<file path="config.mk">
export PLATFORM = sky130hd
export DESIGN_NAME = b2_mod_counter
export DESIGN_NICKNAME = d
export VERILOG_FILES = /design/src/rtl/b2_mod_counter.sv
export SDC_FILE = /design/constraint.sdc
export NUM_CORES = 1
export LEC_CHECK = 0
export BUFFER_PORTS_ARGS = -buffer_cell sky130_fd_sc_hd__buf_2
export CORE_AREA = 2 2 39 41
export DETAILED_ROUTE_END_ITERATION = 10
export DIE_AREA = 0 0 41 43
export PLACE_DENSITY_LB_ADDON = 0.05
export SLEW_MARGIN = 0
export SYNTH_ARGS = -nofsm -noshare
export SYNTH_HDL_FRONTEND = slang
export SYNTH_SLANG_ARGS = --single-unit
export TNS_END_PERCENT = 10
</file>
<file path="constraint.sdc">
create_clock -name clock -period 2 [get_ports clock]
set_input_delay 0.4 -clock clock [delete_from_list [all_inputs] [get_ports clock]]
set_output_delay 0.4 -clock clock [all_outputs]
set_load 0.02 [all_outputs]
</file>
<file path="src/rtl/b2_mod_counter.sv">
// Base-2 modulo-MOD up/down counter with synchronous clamped load, chainable
// terminal-count carry and sticky wrap flag. Define B2_MOD_COUNTER_SATURATE_EN to saturate instead of wrap.
module b2_mod_counter #(
    parameter int N   = 4,
    parameter int MOD = 16
) (
    input  logic         clock,
    input  logic         reset_,
    input  logic         load,
    input  logic [N-1:0] d,
    input  logic         en,
    input  logic         up,
    output logic [N-1:0] q,
    output logic         cout,
    output logic         ovf
);

    localparam logic [N-1:0] MAXV = N'(MOD - 1);

    logic [N-1:0] count_q, count_d;
    logic         ovf_q, ovf_d;
    logic         at_top, at_bot, term;
    logic [N-1:0] inc, dec;

    function automatic logic [N-1:0] clamp_load(input logic [N-1:0] v);
        return (v > MAXV) ? MAXV : v;
    endfunction

    // Value taken on a terminal edge: the wrap target, or the held terminal when saturating.
    function automatic logic [N-1:0] terminal_next(input logic dir_up);
`ifdef B2_MOD_COUNTER_SATURATE_EN
        return dir_up ? MAXV : '0;
`else
        return dir_up ? '0 : MAXV;
`endif
    endfunction

    assign at_top = (count_q == MAXV);
    assign at_bot = (count_q == '0);
    assign term   = up ? at_top : at_bot;
    assign inc    = count_q + N'(1);
    assign dec    = count_q - N'(1);

    always_comb begin
        count_d = count_q;
        ovf_d   = ovf_q;
        if (load) begin
            count_d = clamp_load(d);
            ovf_d   = 1'b0;
        end else if (en) begin
            if (term) begin
                count_d = terminal_next(up);
                ovf_d   = 1'b1;
            end else if (up) begin
                // An out-of-range count (unreachable) recovers to 0 when counting up.
                count_d = (count_q > MAXV) ? '0 : inc;
            end else begin
                count_d = dec;
            end
        end
    end

    always_ff @(posedge clock or negedge reset_) begin
        if (!reset_) begin
            count_q <= '0;
            ovf_q   <= 1'b0;
        end else begin
            count_q <= count_d;
            ovf_q   <= ovf_d;
        end
    end

    assign q    = count_q;
    assign ovf  = ovf_q;
    assign cout = reset_ & en & ~load & term;

endmodule

</file>
==> out/results.md <==
| Result | Value |
|:---|:---|
| CTS sink cnt | 5 |
| Remaining design rule violation count | 0 |
| Clock transition at the registers of the reported paths | 0.05 ns |
| Utilization of the core after routing | 0.464 |
| Worst-case clock buffer depth | 2 |
| Number of hold violations in the final report | 0 |
| Crit-path slowest cell | sky130_fd_sc_hd__dfrtp_2 |
| CORE AREA | 0.00138 mm2 |
| Endpoint of the lowest-slack register-to-register path | q[1] |
| Global-route wire length before repair | 1790 um |
| Power density over cell area | 664 mW/mm2 |
| Number of warnings reported in the yosys synthesis log | 0 |
| Initial core utilization | 0.307 |
| Worst rel slew slack | 0.839 |
| Unrepaired setup endpoints after global routing | yes |
| Kind of cell adding the most delay to the critical path | flip-flops |
| Fraction of synthesis flops using an asynchronous set or reset pin | 1.00 |
| H-tree levels | 1 |
| CTS tree | done |
| Startpoint of the worst setup timing path | q[0] |
| Maximum number of pins on one net before global-route repair | 11 |
| Number of buffer cells added on primary ports | 14 |
| Via count of the first global-routing pass | 435 |
| # setup viols final | 0 |
| Post-DP HPWL | 821 um |
| Highest-count cells in the layout ignoring fill and taps | sky130_fd_sc_hd__buf_2, sky130_fd_sc_hd__buf_4, sky130_fd_sc_hd__a21oi_1 |
| Die boundary width | 41 um |
| Worst slack at placement | 0.102 ns |
| Top_reg_cell synth | sky130_fd_sc_hd__dfrtp_1 |
| Pins Over Slew Limit | 0 |
| Count of boundary I/O pins | 15 |
| Detail Route Antenna Nets | 0 |
| Seq/Total Area, Yosys | 0.295 |
| Routed via count divided by cell count | 5.28 |
| Total grt overflow | 0 |
| Crit path capture type | output port |
| Total die area | 0.00176 mm2 |
| R2R depth | 6 |
| GRT Util Overall | 0.153 |
| Filler instances | 143 |
| Static Leakage | 0.292 nW |
| Final-stage net count | 84 |
| Worst Path Max Fanout | 3 |
| Latest clock arrival within the worst-skew pair | 0.24 ns |
| FF+latch count, synth | 5 |
| Total detailed-routing wirelength | 1190 um |
| FF-to-FF setup slack | 0.43 ns |
| Critical path startpoint category | flip-flop |
| Max-cap violation count | 0 |
| Worst hold path class | input pin to flip-flop |
| Site row count | 14 |
| Outcome | completed |
| Worst ir drop on vdd | 365 uV |
| Proportion of layout cells with a drive suffix above 1 | 0.611 |
| Post-place instance area | 493 um2 |
| First-pass DRT Iterations | 4 |
| Synthesized Nets | 57 |
| Logic depth of the worst path, buffers included | 6 |
| Post-Layout Inst Area | 642 um2 |
| Crit path capture | cout |
| Antenna violations before repair | 0 |
| Total standard cell area after synthesis | 424 um2 |
| Post-synthesis area per instance | 9.22 um2 |
| Diode insertion count for antenna repair | 0 |
| Category of the most critical setup path | flip-flop to output port |
| Peak per-stage delay on the critical path | 0.44 ns |
| Part of the cycle the worst path needs | 0.982 |
| Most frequent standard cell in the layout excluding fill and tap cells | sky130_fd_sc_hd__buf_2 |
| Final min period | 1.96 ns |
| Clock tree root buffer cell | sky130_fd_sc_hd__clkbuf_4 |
| Critical path cell sequence | inv_2 > ha_4 > nor4b_4 > o21ai_2 > nor3b_2 > buf_4 |
| Critical register-to-register path startpoint | q[0] |
| Post-synthesis cell type count | 27 |
| Layout area overhead | 51.3% |
| Upper clock frequency limit | 509 MHz |
| Slew @ Worst Pin | 0.240 ns |
| Violation count after the first detailed-route iteration | 11 |
| Clock buffer count from CTS | 3 |
| Via count | 465 |
| Worst EP arrival | 1.56 ns |
| Bufs and invs on worst path | 2 |
| Number of standard cells after synthesis | 46 |
| Post-DR wirelength/cell | 13.5 um |
| Vert. Die Dim | 43 um |
| Placer's final routability congestion estimate | 0.758 |
| Worst Clk Skew | 0.00525 ns |
| Setup WS post-layout | 0.0355 ns |
| Number of flops mapped to enable cells by yosys | 0 |
| Req. time, crit path | 1.60 ns |
==> synth_stat cells, types with 2 or more instances <==
master	n	area [um2]
sky130_fd_sc_hd__o21ai_1	2	10.0
sky130_fd_sc_hd__ha_1	2	25.0
sky130_fd_sc_hd__a31oi_1	2	12.5
sky130_fd_sc_hd__buf_4	2	15.0
sky130_fd_sc_hd__dfrtp_1	5	125
sky130_fd_sc_hd__inv_1	3	11.3
sky130_fd_sc_hd__nor2_1	4	15.0
sky130_fd_sc_hd__nand2_1	3	11.3
sky130_fd_sc_hd__a21oi_1	5	25.0
==> flip-flops by register name, summed over array words and instances, names as in the netlist <==
register / cells
ovf: 1
q: 4
==> worst register-to-register path, cell delays in order (launching register included) <==
cell	delay [ns]
sky130_fd_sc_hd__dfrtp_2	0.41
sky130_fd_sc_hd__inv_2	0.07
sky130_fd_sc_hd__ha_4	0.15
sky130_fd_sc_hd__nor4b_4	0.13
sky130_fd_sc_hd__or3_4	0.35
sky130_fd_sc_hd__o32ai_2	0.26
sky130_fd_sc_hd__o21ai_1	0.08
==> where the power goes <==
| part | internal, mW | total [mW] | switching (mW) |
|---|---|---|---|
| sequential | 0.114 | 0.132 | 0.0181 |
| clock | 0.0755 | 0.118 | 0.0424 |
| combinational | 0.0905 | 0.176 | 0.0858 |
==> per-layer routing <==
| metal | part of all wire | global-route usage | up-vias | routed length, um |
|---|---|---|---|---|
| met4 | 0 | 0.0333 | 0 | 0 |
| met3 | 0.056 | 0.0785 | 0 | 66 |
| li1 | - | - | 220 | - |
| met1 | 0.40 | 0.154 | 234 | 469 |
| met2 | 0.55 | 0.263 | 11 | 650 |
| met5 | 0 | 0 | - | 0 |
==> worst min path at each step <==
stage          startpoint  endpoint  cells after the start
5_1_grt              d[1]      q[1]                      3
3_5_place_dp       reset_      q[0]                      1
2_1_floorplan      reset_       ovf                      0
4_1_cts              d[1]      q[1]                      3
6_report             d[1]      q[1]                      3
3_3_place_gp       reset_      q[3]                      1
==> through the flow <==
stage               hold WS (ns)  setup TNS (ns)  std cells  total power [mW]
floorplan                  0.104               0         46             0.224
global placement           0.223               0         74             0.256
detailed placement         0.225               0         74             0.261
CTS                        0.372               0         86             0.412
global route               0.386         -0.0201         88             0.458
finish                     0.374               0         88             0.426
==> area by class of cell <==
class	count	area, um2	area share
Clock buffer	4	26.3	0.0409
Inverter	4	15.0	0.0234
Multi-Input combinational cell	33	288	0.448
Sequential cell	5	128	0.199
Tap cell	16	20.0	0.0312
Timing Repair Buffer	26	165	0.257
==> repair_timing <==
action | CTS | global route
resized for setup | 7 | 5
setup endpoints to repair | 1 | 1
hold buffers | 1 | 0
pin swaps | 2 | 3
hold endpoints to repair | 5 | 0
setup buffers | 7 | 2
==> cell families after synthesis <==
group | synth area share
flops | 0.295
buf+inv | 0.133
compound gates | 0.227
simple gates | 0.204
fa+ha+maj | 0.0590
xor+xnor | 0.0207
mux | 0.0619
No activity file was read; power rests on OpenSTA's default activity.
